<file path="config.mk">
export PLATFORM = sky130hd
export DESIGN_NAME = viterbi_ctrl_flat
export DESIGN_NICKNAME = d
export VERILOG_FILES = /design/src/rtl/viterbi_pkg.sv /design/src/rtl/viterbi_ctrl_if.sv /design/src/rtl/vit_out_buf.sv /design/src/rtl/viterbi_ctrl.sv /design/src/flat_wrapper.sv
export SDC_FILE = /design/constraint.sdc
export NUM_CORES = 1
export LEC_CHECK = 0
export BUFFER_PORTS_ARGS = -buffer_cell sky130_fd_sc_hd__buf_2
export CAP_MARGIN = 20
export CELL_PAD_IN_SITES_DETAIL_PLACEMENT = 0
export CELL_PAD_IN_SITES_GLOBAL_PLACEMENT = 2
export CORE_MARGIN = 5
export CORE_UTILIZATION = 39
export CTS_BUF_LIST = sky130_fd_sc_hd__clkbuf_8
export DETAILED_ROUTE_END_ITERATION = 10
export PLACE_DENSITY_LB_ADDON = 0.1
export SYNTH_ARGS = -nofsm -noshare
export SYNTH_HDL_FRONTEND = slang
export SYNTH_SLANG_ARGS = --single-unit
</file>
<file path="constraint.sdc">
create_clock -name clk -period 2.4 [get_ports clk]
set_clock_uncertainty 0.15 [all_clocks]
set_input_delay 0.24 -clock clk [delete_from_list [all_inputs] [get_ports clk]]
set_output_delay 0.24 -clock clk [all_outputs]
set_load 0.01 [all_outputs]
</file>
<file path="src/rtl/viterbi_pkg.sv">
// rtl/viterbi_pkg.sv - shared types and constants for the Viterbi frame sequencer
package viterbi_pkg;

  localparam int K                 = 3;
  localparam int NUM_STATES        = 2 ** K;
  localparam int DEFAULT_BLOCK_LEN = 64;
  localparam int PM_W              = 8;

  // ACS starts from state 0 as the only plausible origin
  localparam logic [PM_W-1:0] PM_INIT_ZERO = '0;
  localparam logic [PM_W-1:0] PM_INIT_MAX  = '1;

  typedef enum logic [2:0] {
    IDLE,
    FWD,
    DRAIN,
    TB,
    TB_TAIL,
    OUT
  } vit_state_t;

  function automatic logic [PM_W-1:0] init_metric(input logic [$clog2(NUM_STATES)-1:0] st);
    return (st == '0) ? PM_INIT_ZERO : PM_INIT_MAX;
  endfunction

endpackage

</file>
<file path="src/rtl/viterbi_ctrl_if.sv">
// rtl/viterbi_ctrl_if.sv - channel, datapath and sink signals of the Viterbi sequencer
interface viterbi_ctrl_if
  import viterbi_pkg::*;
#(
  parameter int AW = $clog2(DEFAULT_BLOCK_LEN)
);

  logic          rx_valid;
  logic [1:0]    rx_pair;
  logic          rx_ready;
  logic [1:0]    bmc_pair;
  logic          acs_en;
  logic          acs_init;
  logic          sm_we;
  logic          sm_rd_en;
  logic [AW-1:0] sm_addr;
  logic          tb_start;
  logic          tb_bit;
  logic          out_valid;
  logic          out_bit;
  logic          out_ready;
  logic          frame_done;

  modport master (
    input  rx_valid, rx_pair, tb_bit, out_ready,
    output rx_ready, bmc_pair, acs_en, acs_init, sm_we, sm_rd_en, sm_addr,
           tb_start, out_valid, out_bit, frame_done
  );

  modport slave (
    output rx_valid, rx_pair, tb_bit, out_ready,
    input  rx_ready, bmc_pair, acs_en, acs_init, sm_we, sm_rd_en, sm_addr,
           tb_start, out_valid, out_bit, frame_done
  );

endinterface

</file>
<file path="src/rtl/vit_out_buf.sv">
// rtl/vit_out_buf.sv - decoded-bit buffer, written in traceback order, read in transmit order
module vit_out_buf #(
  parameter int DEPTH = 64,
  parameter int AW    = $clog2(DEPTH)
) (
  input  logic          clk,
  input  logic          rst_n,
  input  logic          we,
  input  logic [AW-1:0] waddr,
  input  logic          wdata,
  input  logic [AW-1:0] raddr,
  output logic          rdata
);

  logic [DEPTH-1:0] mem;

  always_ff @(posedge clk or negedge rst_n) begin
    if (!rst_n) begin
      mem <= '0;
    end else if (we) begin
      mem[waddr] <= wdata;
    end
  end

  assign rdata = mem[raddr];

endmodule

</file>
<file path="src/rtl/viterbi_ctrl.sv">
// rtl/viterbi_ctrl.sv - frame sequencer: symbol intake, ACS/survivor writes, traceback, ordered output
module viterbi_ctrl
  import viterbi_pkg::*;
#(
  parameter int BLOCK_LEN = DEFAULT_BLOCK_LEN,
  parameter int AW        = $clog2(BLOCK_LEN)
) (
  input  logic           clk,
  input  logic           rst,
  viterbi_ctrl_if.master bus
);

  localparam logic [AW-1:0] LAST = AW'(BLOCK_LEN - 1);

  vit_state_t    state;
  logic [AW-1:0] sym_cnt;
  logic [AW-1:0] tb_cnt;
  logic [AW-1:0] out_cnt;
  logic [AW-1:0] cap_addr;
  logic          cap_en;
  logic          rd_bit;
  logic          accept;

  logic          rx_ready_q;
  logic [1:0]    bmc_pair_q;
  logic          acs_en_q;
  logic          acs_init_q;
  logic          sm_we_q;
  logic          sm_rd_en_q;
  logic [AW-1:0] sm_addr_q;
  logic          tb_start_q;
  logic          out_valid_q;
  logic          frame_done_q;

  assign accept = bus.rx_valid & rx_ready_q;

  always_ff @(posedge clk or negedge rst) begin
    if (!rst) begin
      state        <= IDLE;
      sym_cnt      <= '0;
      tb_cnt       <= '0;
      out_cnt      <= '0;
      cap_addr     <= '0;
      cap_en       <= 1'b0;
      rx_ready_q   <= 1'b1;
      bmc_pair_q   <= '0;
      acs_en_q     <= 1'b0;
      acs_init_q   <= 1'b0;
      sm_we_q      <= 1'b0;
      sm_rd_en_q   <= 1'b0;
      sm_addr_q    <= '0;
      tb_start_q   <= 1'b0;
      out_valid_q  <= 1'b0;
      frame_done_q <= 1'b0;
    end else begin
      acs_en_q     <= 1'b0;
      acs_init_q   <= 1'b0;
      sm_we_q      <= 1'b0;
      sm_rd_en_q   <= 1'b0;
      tb_start_q   <= 1'b0;
      frame_done_q <= 1'b0;
      // tb_bit answers the read issued one cycle earlier
      cap_en       <= sm_rd_en_q;
      cap_addr     <= sm_addr_q;

      case (state)
        IDLE: begin
          if (accept) begin
            bmc_pair_q <= bus.rx_pair;
            acs_en_q   <= 1'b1;
            acs_init_q <= 1'b1;
            sm_we_q    <= 1'b1;
            sm_addr_q  <= '0;
            sym_cnt    <= AW'(1);
            state      <= FWD;
          end
        end
        FWD: begin
          if (accept) begin
            bmc_pair_q <= bus.rx_pair;
            acs_en_q   <= 1'b1;
            sm_we_q    <= 1'b1;
            sm_addr_q  <= sym_cnt;
            if (sym_cnt == LAST) begin
              sym_cnt    <= '0;
              rx_ready_q <= 1'b0;
              state      <= DRAIN;
            end else begin
              sym_cnt <= sym_cnt + AW'(1);
            end
          end
        end
        DRAIN: begin
          tb_cnt     <= LAST;
          sm_addr_q  <= LAST;
          sm_rd_en_q <= 1'b1;
          tb_start_q <= 1'b1;
          state      <= TB;
        end
        TB: begin
          if (tb_cnt == '0) begin
            state <= TB_TAIL;
          end else begin
            tb_cnt     <= tb_cnt - AW'(1);
            sm_addr_q  <= tb_cnt - AW'(1);
            sm_rd_en_q <= 1'b1;
          end
        end
        TB_TAIL: begin
          out_cnt     <= '0;
          out_valid_q <= 1'b1;
          state       <= OUT;
        end
        OUT: begin
          if (bus.out_ready) begin
            if (out_cnt == LAST) begin
              out_cnt      <= '0;
              out_valid_q  <= 1'b0;
              frame_done_q <= 1'b1;
              rx_ready_q   <= 1'b1;
              state        <= IDLE;
            end else begin
              out_cnt <= out_cnt + AW'(1);
            end
          end
        end
        default: begin
          rx_ready_q  <= 1'b1;
          out_valid_q <= 1'b0;
          state       <= IDLE;
        end
      endcase
    end
  end

  vit_out_buf #(
    .DEPTH (BLOCK_LEN),
    .AW    (AW)
  ) u_out_buf (
    .clk   (clk),
    .rst_n (rst),
    .we    (cap_en),
    .waddr (cap_addr),
    .wdata (bus.tb_bit),
    .raddr (out_cnt),
    .rdata (rd_bit)
  );

  assign bus.rx_ready   = rx_ready_q;
  assign bus.bmc_pair   = bmc_pair_q;
  assign bus.acs_en     = acs_en_q;
  assign bus.acs_init   = acs_init_q;
  assign bus.sm_we      = sm_we_q;
  assign bus.sm_rd_en   = sm_rd_en_q;
  assign bus.sm_addr    = sm_addr_q;
  assign bus.tb_start   = tb_start_q;
  assign bus.out_valid  = out_valid_q;
  assign bus.out_bit    = out_valid_q & rd_bit;
  assign bus.frame_done = frame_done_q;

endmodule

</file>
<file path="src/flat_wrapper.sv">
// flat-port wrapper written by rule: the top's interface ports become plain ports
module viterbi_ctrl_flat import viterbi_pkg::*;
#(
  parameter int BLOCK_LEN = DEFAULT_BLOCK_LEN,
  parameter int AW        = $clog2(BLOCK_LEN)
)
  (clk, rst, bus_rx_valid, bus_rx_pair, bus_tb_bit, bus_out_ready, bus_rx_ready, bus_bmc_pair, bus_acs_en, bus_acs_init, bus_sm_we, bus_sm_rd_en, bus_sm_addr, bus_tb_start, bus_out_valid, bus_out_bit, bus_frame_done);
  viterbi_ctrl_if #(.AW(AW)) bus_i ();
  input  logic clk;
  input  logic rst;
  input wire logic [$bits(bus_i.rx_valid)-1:0] bus_rx_valid;
  input wire logic [$bits(bus_i.rx_pair)-1:0] bus_rx_pair;
  input wire logic [$bits(bus_i.tb_bit)-1:0] bus_tb_bit;
  input wire logic [$bits(bus_i.out_ready)-1:0] bus_out_ready;
  output wire logic [$bits(bus_i.rx_ready)-1:0] bus_rx_ready;
  output wire logic [$bits(bus_i.bmc_pair)-1:0] bus_bmc_pair;
  output wire logic [$bits(bus_i.acs_en)-1:0] bus_acs_en;
  output wire logic [$bits(bus_i.acs_init)-1:0] bus_acs_init;
  output wire logic [$bits(bus_i.sm_we)-1:0] bus_sm_we;
  output wire logic [$bits(bus_i.sm_rd_en)-1:0] bus_sm_rd_en;
  output wire logic [$bits(bus_i.sm_addr)-1:0] bus_sm_addr;
  output wire logic [$bits(bus_i.tb_start)-1:0] bus_tb_start;
  output wire logic [$bits(bus_i.out_valid)-1:0] bus_out_valid;
  output wire logic [$bits(bus_i.out_bit)-1:0] bus_out_bit;
  output wire logic [$bits(bus_i.frame_done)-1:0] bus_frame_done;
  assign bus_i.rx_valid = bus_rx_valid;
  assign bus_i.rx_pair = bus_rx_pair;
  assign bus_i.tb_bit = bus_tb_bit;
  assign bus_i.out_ready = bus_out_ready;
  assign bus_rx_ready = bus_i.rx_ready;
  assign bus_bmc_pair = bus_i.bmc_pair;
  assign bus_acs_en = bus_i.acs_en;
  assign bus_acs_init = bus_i.acs_init;
  assign bus_sm_we = bus_i.sm_we;
  assign bus_sm_rd_en = bus_i.sm_rd_en;
  assign bus_sm_addr = bus_i.sm_addr;
  assign bus_tb_start = bus_i.tb_start;
  assign bus_out_valid = bus_i.out_valid;
  assign bus_out_bit = bus_i.out_bit;
  assign bus_frame_done = bus_i.frame_done;
  viterbi_ctrl #(.BLOCK_LEN(BLOCK_LEN), .AW(AW)) u_core (.clk(clk), .rst(rst), .bus(bus_i));
endmodule
</file>
* After elaboration in Yosys (flattened, before gate mapping)
Index checks and enable logic that the tools add are counted.
** Operators by class
- Reduce and logical (&&, ||, !) cells :: 18
- Eq/ne operators :: 14
- Magnitude comparators :: 3
- Bitwise gates (word level) :: 4
- Multiplexer cells :: 41
- $add $sub $neg :: 3
** Operators by type and width (count)
- $bwmux 64 :: 1
- $mux 6 :: 8
- $pmux 6 s2 :: 3
- $pmux 6 s4 :: 1
- $mux 3 :: 6
- $pmux 3 s6 :: 1
- $mux 1 :: 16
- $lt 6x7->1 const B :: 2
- $add 6x1->6 const B :: 2
- $eq 6x6->1 const B :: 2
- $ne 2x1->1 const B :: 5
- $reduce_or 4->1 :: 2
- $bmux 1 s6 :: 1
- $demux 1 s6 :: 1
- $eq 3x2->1 const B :: 2
- $eq 3x3->1 const B :: 2
- $ge 6x1->1 const B :: 1
- $logic_not 6->1 :: 1
- $pmux 1 s3 :: 2
- $reduce_and 2->1 :: 3
- $reduce_and 3->1 :: 2
- $reduce_and 6->1 :: 1
- $reduce_bool 2->1 :: 3
- $sub 6x1->6 const B :: 1
- other kinds (11) :: 14
** Storage, ports and cells
- Word-level logic and storage cells :: 99
- Input bits :: 7
- Bits in registers :: 107
- Output and inout port bits :: 17

* Longest topological paths before layout
Gate-level depths: netlist (run 1).
- Depth after elaboration :: 5
- Depth in mapped cells :: 8
- Gate-level depth less buffers :: 7

* By module
Synthesis (run 1) repeated with hierarchy kept, for this count alone.
** Second synthesis, totals
- Cell total of the unflattened synthesis :: 477
- Area total of the unflattened synthesis :: 5406.4 um2
** By module, submodules not included
- vit_out_buf :: sequential area each 1601.5 um2, cells each 275, instances 1, area an instance 3379.5 um2
- viterbi_ctrl :: sequential area each 1077.3 um2, cells each 202, instances 1, area an instance 2026.9 um2

* Worst setup path before layout (run 1)
Ideal clock, no wire load.
- Path type :: register -> output
- Start point :: register u_core.out_cnt[1]
- End point :: output port bus_out_bit
- Required time :: 2.010 ns
- Path buffers :: 1
- Cell stages (with the launch flop) :: 7
- Path slack :: 0.093 ns
- Arrival :: 1.917 ns
- Cell sequence :: dfrtp_1 > clkbuf_1 > mux4_2 > and3_1 > or4_1 > o2111ai_1 > o21ai_1
** On the way
- Word-level cells in the longest chain between the ends :: 3
** RTL lines
- start: declaration :: RTL line viterbi_ctrl.sv:18 : logic [AW-1:0] out_cnt;
- start signal: assignment :: RTL line viterbi_ctrl.sv:123 : out_cnt <= out_cnt + AW'(1);
- $bmux 1 s6 :: RTL line vit_out_buf.sv:25 : assign rdata = mem[raddr];
- $mux 1 (implied by the code) :: RTL line vit_out_buf.sv:25
- $and 1x1->1 :: RTL line viterbi_ctrl.sv:158 : assign bus.out_bit = out_valid_q & rd_bit;
- end: declaration :: RTL line flat_wrapper.sv:24 : output wire logic [$bits(bus_i.out_bit)-1:0] bus_out_bit;
Every way passes these cells. The select of a mux whose other input is x is not followed.

* Final worst setup path (run 1)
- Start point :: register u_core.out_cnt[0]
- End point :: output port bus_out_bit
Same word-level chain as after synthesis.

==> results of run 1 <==
## how the worst min path moves through the flow
stage | from | to | slack (ns) | cells after the start
after floorplan | rst | u_core.bus.acs_en | -0.21 | 0
after global placement | rst | u_core.u_out_buf.mem[46] | 0.03 | 1
after detailed placement | rst | u_core.u_out_buf.mem[46] | 0.03 | 1
after CTS | bus_rx_valid | u_core.bus.rx_ready | 0.003 | 4
after global routing | bus_rx_valid | u_core.bus.rx_ready | 0.04 | 4
final | bus_rx_valid | u_core.bus.rx_ready | 0.04 | 4
## where the power goes
| part | leakage (nW) | switching (mW) | internal [mW] |
|---|---|---|---|
| Clock | 0.125 | 0.615 | 0.715 |
| Sequential | 1.41 | 0 | 1.80 |
| Combinational | 1.11 | 0.0547 | 0.0161 |
| Total | 2.64 | 0.670 | 2.53 |
## area by class of cell
type	instances	share of cell area, %
multi-input combinational	337	40.37
inverter	10	0.6229
clock inverter	6	1.744
timing repair buffer	54	6.852
clock buffer	10	2.284
tap	176	3.654
sequential	107	44.48
## layer usage
metal | track usage [%] | up-vias | share of wire (%)
met5 | 0 | - | 0
met4 | 4.984 | 0 | 1.9
met3 | 4.403 | 13 | 3.1
met2 | 28.58 | 54 | 49
met1 | 23.22 | 1856 | 46
li1 | - | 1779 | -
## timing repair
item / in CTS / in global routing
gates resized for setup: 5 / 5
buffers inserted: 2 / 0
endpoints found under the hold margin: 66 / 0
setup endpoints to repair: 1 / 4
pin swaps: 2 / 3
hold buffers: 4 / 0
## sequential cells by signal (all words and copies together) (netlist names)
signal,count
u_core.out_cnt,6
u_core.cap_addr,6
u_core.bus.out_valid,1
u_core.sym_cnt,6
u_core.cap_en,1
u_core.bus.sm_addr,6
u_core.bus.rx_ready,1
u_core.bus.acs_init,1
u_core.bus.acs_en,1
u_core.state,3
u_core.bus.sm_rd_en,1
u_core.bus.frame_done,1
u_core.tb_cnt,6
u_core.bus.bmc_pair,2
u_core.bus.tb_start,1
u_core.u_out_buf.mem,64
## metrics by stage
stage | setup TNS [ns] | hold WS, ns
final | -0.2769 | 0.04210
after global routing | -0.4347 | 0.04282
after detailed placement | 0 | 0.03010
after global placement | 0 | 0.03051
after CTS | -0.3316 | 0.002917
after floorplan | 0 | -0.2056
## cell usage in the layout (no fill, tap or decap), drive strengths merged, types with 2 or more instances in the layout
cell,count
a211oi,2
a21oi,17
a22oi,3
a31oi,2
and3,5
buf,50
bufinv,3
clkbuf,10
dfrtp,106
dlygate4sd3,4
ha,3
inv,11
mux2,67
mux2i,5
mux4,13
nand2,36
nand2b,4
nand3,16
nand3b,3
nand4,3
nand4b,3
nor2,78
nor2b,11
nor3,4
nor3b,3
nor4,2
nor4b,2
o21ai,22
o22ai,2
o311ai,2
o31ai,5
o41ai,3
or3b,4
xnor2,4
xor2,2
## kinds of logic after synthesis
group	count (synthesis)	synth area share, %
and+or+nand+nor	176	15.61
AOI/OAI and AO/OA	67	7.842
adders and majority gates	3	0.7130
xor gates and xnor gates	6	0.9981
buffers and inverters	39	3.042
muxes	85	20.91
DFF	107	50.88
## worst max-delay path: stages (launching register included)
cell	delay (ns)
dfrtp_1	0.42
mux4_2	0.51
and3_1	0.18
or4_1	0.39
o2111ai_1	0.18
o21ai_1	0.10
buf_2	0.15
==> impl_metrics.py, run 1 <==
metrics = {
    "outcome": {
        "status": "complete, but fails checks",
        "violations": "negative setup slack",
    },
    "logic_synthesis": {
        "syn_area_mm2": 0.005265,
        "yosysSeqAreaShare_pct": 50.88,
        "postSynth.asyncResetShare_pct": 100.0,
        "synth_seq_cells": 107,
        "yosys-top-cells-area": "dfrtp_1, mux2_2, nor2_1, mux4_2, nand2_1",
        "ys_top_cells_by_count": "dfrtp_1, nor2_1, mux2_2, nand2_1, clkbuf_1",
        "synthesis.nets": 493,
        "synth-main-ff-cell": "dfrtp_1",
        "yosysTopAreaCell": "dfrtp_1",
        "synth_top_area_share_pct": 50.38,
        "synth_most_common_cell": "dfrtp_1",
        "synth_edf_count": 0,
        "syn-instance-count": 483,
        "yosys_warnings": 0,
        "synth.distinct_cells": 51,
        "postSynthAreaPerCell_um2": 10.90,
    },
    "detailed_routing": {
        "via_per_inst": 5.289,
        "wirelength_um": 13090,
        "vias": 3702,
        "drc_errors": 0,
        "dr.pass1.iters": 4,
        "ant_nets": 0,
        "wl_per_cell_um": 18.70,
        "drt_iter0_markers": 215,
    },
    "grt": {
        "grt_start_max_net_pins": 65,
        "gr-total-overflow": 0,
        "grt_pass1_wl_um": 21760,
        "first_global_vias": 3944,
        "antenna_found_initial": 0,
        "grt_usage_pct": 17.50,
    },
    "power": {
        "p_per_area_mw_per_mm2": 531.4,
        "ir_drop_uv": 347.7,
        "power_leakage_nw": 2.643,
        "totalPowerFinal_mw": 3.202,
    },
    "timing": {
        "fmax_ghz": 0.3736,
        "setup_viol": 1,
        "rsz0062_at_grt": "yes",
        "setup_ws_ns": -0.2769,
        "period_needed_ns": 2.677,
        "hold_viol_final": 0,
        "worst_pin_slew_ns": 0.5933,
        "slew_headroom_pct": 60.45,
        "maxSlewViolCount": 0,
        "fin_crit_sh_pct": 111.5,
    },
    "setup_path": {
        "crit_path_end": "bus_out_bit",
        "cp_max_fo": 2,
        "startpoint": "u_core.out_cnt[0]",
        "r2r_slack_ns": 0.19,
        "start_kind": "flop",
        "critPathRequiredTime_ns": 2.01,
        "endpoint_kind": "output pin",
        "rr_startpoint": "u_core.tb_cnt[0]",
        "cp.arrival_ns": 2.29,
        "critical_path_class": "reg -> out",
        "reg2reg_depth": 6,
        "r2r_end": "u_core.bus.sm_addr[2]",
    },
    "clock_tree": {
        "cts_tree": "built",
        "path_clk_slew_ns": 0.10,
        "clock-root-buffer": "clkbuf_8",
        "clockBufferDepth": 2,
        "h-tree-depth": 3,
        "insertion_delay_ns": 0.38,
        "cts.sinks": 107,
        "cts_made_buffers": 9,
    },
    "final_layout": {
        "antennaDiodeCount": 0,
        "final_util_pct": 45.50,
        "nets": 529,
        "drive_above_1_share_pct": 29.20,
        "syn2layout_area_growth_pct": 14.45,
        "regArea_mm2": 0.002680,
        "fin_area_mm2": 0.006026,
        "n_fill_cell": 1281,
        "multiInputGateArea_mm2": 0.002432,
        "stdcell_count": 700,
    },
    "job": {
        "drv_cap": 0,
    },
    "floorplanning": {
        "core_mm2": 0.01324,
        "die_x_um": 126.2,
        "rows": 42,
        "die_h_um": 126.2,
        "dieArea_mm2": 0.01592,
        "ios": 24,
        "initial_core_util_pct": 39.76,
    },
    "placed_design": {
        "port_buffers": 23,
        "dpl.cell_count": 678,
        "dp_hpwl_um": 9041,
        "placed_area_mm2": 0.005705,
        "place_ws_ns": 0.02320,
        "gp_congestion": 0.8212,
    },
    "min_path": {
        "hold_class": "in -> reg",
    },
}
(Power assumes the default switching activity.)
==> inputs of run 2 (changes only) <==
--- a/config.mk
+++ b/config.mk
@@ -10,7 +10,7 @@
 export CELL_PAD_IN_SITES_DETAIL_PLACEMENT = 0
 export CELL_PAD_IN_SITES_GLOBAL_PLACEMENT = 2
 export CORE_MARGIN = 5
-export CORE_UTILIZATION = 39
+export CORE_UTILIZATION = 40
 export CTS_BUF_LIST = sky130_fd_sc_hd__clkbuf_8
 export DETAILED_ROUTE_END_ITERATION = 10
 export PLACE_DENSITY_LB_ADDON = 0.1
==> constraint.sdc (replaced) <==
create_clock -name clk -period 2.8 [get_ports clk]
set_clock_uncertainty 0.15 [all_clocks]
set_input_delay 0.28 -clock clk [delete_from_list [all_inputs] [get_ports clk]]
set_output_delay 0.28 -clock clk [all_outputs]
set_load 0.01 [all_outputs]
==> run 2 against run 1 <==
Net effect:
- the run now ends clean
- critical path type unchanged
- via count decreased by 0.73%
- wire length decreased by 1.1%
- power decreased by 17%
- utilization decreased by 0.64 points
- final cell count decreased by 1.7%
- global-route usage about the same
- highest routed layer unchanged
- register-to-register slack improved by 0.29 ns
- first-iteration DRC count increased by 13%
- flip-flop and latch count unchanged
- largest power group unchanged
- critical path depth unchanged
- clock-buffer cell count decreased by 1
- clock power decreased by 20%
==> impl_metrics.py, run 2 (synthesized netlist as in run 1, its figures left out) <==
metrics = {
    "detailed_routing": {
        "drt_iter0_markers": 242,
        "wirelength_um": 12950,
        "wl_per_cell_um": 18.83,
        "via_per_inst": 5.342,
        "vias": 3675,
        "drc_errors": 0,
        "ant_nets": 0,
        "dr.pass1.iters": 4,
    },
    "clock_tree": {
        "clockBufferDepth": 2,
        "cts_tree": "built",
        "path_clk_slew_ns": 0.10,
        "cts_made_buffers": 9,
        "h-tree-depth": 3,
        "insertion_delay_ns": 0.39,
        "clock-root-buffer": "clkbuf_8",
        "cts.sinks": 107,
    },
    "power": {
        "ir_drop_uv": 234.7,
        "power_leakage_nw": 2.567,
        "p_per_area_mw_per_mm2": 454.1,
    },
    "floorplanning": {
        "initial_core_util_pct": 40.24,
        "die_x_um": 124.7,
        "rows": 42,
        "die_h_um": 124.7,
        "core_mm2": 0.01309,
        "ios": 24,
        "dieArea_mm2": 0.01556,
    },
    "final_layout": {
        "final_cell_mix": "dfrtp_1, nor2_1, mux2_2",
        "regMostFlops": "u_core.u_out_buf.mem",
        "syn2layout_area_growth_pct": 11.50,
        "drive_above_1_share_pct": 27.73,
        "nets": 517,
        "largest_reg_flops": 64,
        "fin_area_mm2": 0.005871,
        "antennaDiodeCount": 0,
        "final_util_pct": 44.87,
        "final_common_cell": "dfrtp_1",
    },
    "job": {
        "drv_cap": 0,
    },
    "setup_path": {
        "crit_path_top_delay_cell": "mux4_2",
        "start_kind": "flop",
        "r2r_slack_ns": 0.48,
        "rr_startpoint": "u_core.tb_cnt[0]",
        "critPathRequiredTime_ns": 2.37,
        "startpoint": "u_core.out_cnt[0]",
        "crit_chain": "mux4_2 -> and3_1 -> or4_1 -> o2111ai_1 -> o21ai_1 -> buf_2",
        "cpPeakStageDelay_ns": 0.50,
        "cp_max_fo": 5,
        "crit_family": "simple AND/OR/NAND/NOR gates",
        "critical_path_class": "reg -> out",
        "endpoint_kind": "output pin",
        "cp.arrival_ns": 2.33,
        "cp.buffers_inverters": 1,
    },
    "timing": {
        "period_needed_ns": 2.758,
        "hold_viol_final": 0,
        "worst_pin_slew_ns": 1.019,
        "fin_crit_sh_pct": 98.50,
        "tns_ns": 0,
        "slew_headroom_pct": 32.04,
        "rsz0062_at_grt": "yes",
        "setup_ws_ns": 0.04204,
        "fmax_ghz": 0.3626,
        "setup_viol": 0,
        "maxSlewViolCount": 0,
    },
    "grt": {
        "antenna_found_initial": 0,
        "first_global_vias": 3905,
        "grt_usage_pct": 17.53,
        "gr-total-overflow": 0,
        "grt_start_max_net_pins": 65,
        "grt_pass1_wl_um": 21530,
    },
    "outcome": {
        "status": "finished, final reports clean",
    },
    "min_path": {
        "min_from": "bus_rx_valid",
        "hold_class": "in -> reg",
    },
    "placed_design": {
        "dp_hpwl_um": 8794,
        "place_ws_ns": 0.2306,
        "port_buffers": 23,
        "placed_area_mm2": 0.005590,
        "gp_congestion": 0.8014,
    },
}
run 2: through the flow:
step | power [mW] | cells | hold WS [ns]
floorplan | 1.586 | 483 | -0.1656
global placement | 1.630 | 666 | 0.1857
detailed placement | 1.631 | 666 | 0.1873
CTS | 2.709 | 688 | 0.02936
global route | 2.772 | 688 | 0.05858
finish | 2.666 | 688 | 0.05428
run 2: power breakdown:
group          leakage (nW)  switching (mW)  internal [mW]
clock network         0.109           0.562          0.502
registers              1.41               0           1.54
logic                  1.05          0.0456         0.0120
run 2: layer usage:
layer / wire [um] / vias up / track usage, %
met5: 0 / - / 0
met4: 204 / 0 / 4.965
met3: 367 / 14 / 4.117
met2: 6687 / 48 / 30.60
met1: 5692 / 1852 / 21.69
li1: - / 1761 / -
run 2: final timing paths:
| check | end | cells after the start |
|---|---|---|
| min reg2reg | u_core.cap_en | 0 |
| max in group asynchronous | u_core.sym_cnt[2] | 4 |
| min | u_core.bus.rx_ready | 4 |
| min in group asynchronous | u_core.u_out_buf.mem[47] | 2 |
| max reg2reg | u_core.bus.sm_addr[3] | 6 |
| max | bus_out_bit | 6 |
run 2: worst register-to-register path, delay by kind of cell (launching register included):
kind / cells / cell delay, ns
simple gates: 2 / 0.77
compound gates: 2 / 0.53
flops: 1 / 0.43
fa+ha+maj: 1 / 0.24
buf+inv: 1 / 0.08
run 2: layout make-up:
| cell class | count | area, um2 |
|---|---|---|
| sequential | 107 | 2681 |
| multi-input combinational | 337 | 2430 |
| timing repair buffer | 42 | 286.5 |
| inverter | 10 | 37.54 |
| clock buffer | 9 | 123.9 |
| fill | 1268 | 7214 |
| tap | 176 | 220.2 |
| clock inverter | 7 | 91.34 |
run 2: timing repair:
item / 4_1_cts / 5_1_grt
hold endpoints to repair: 48 / 0
gates resized for setup: 3 / 2
hold buffers: 4 / 0
setup endpoints to repair: 1 / 1
pin swaps: 3 / 1
buffers inserted: 2 / 0
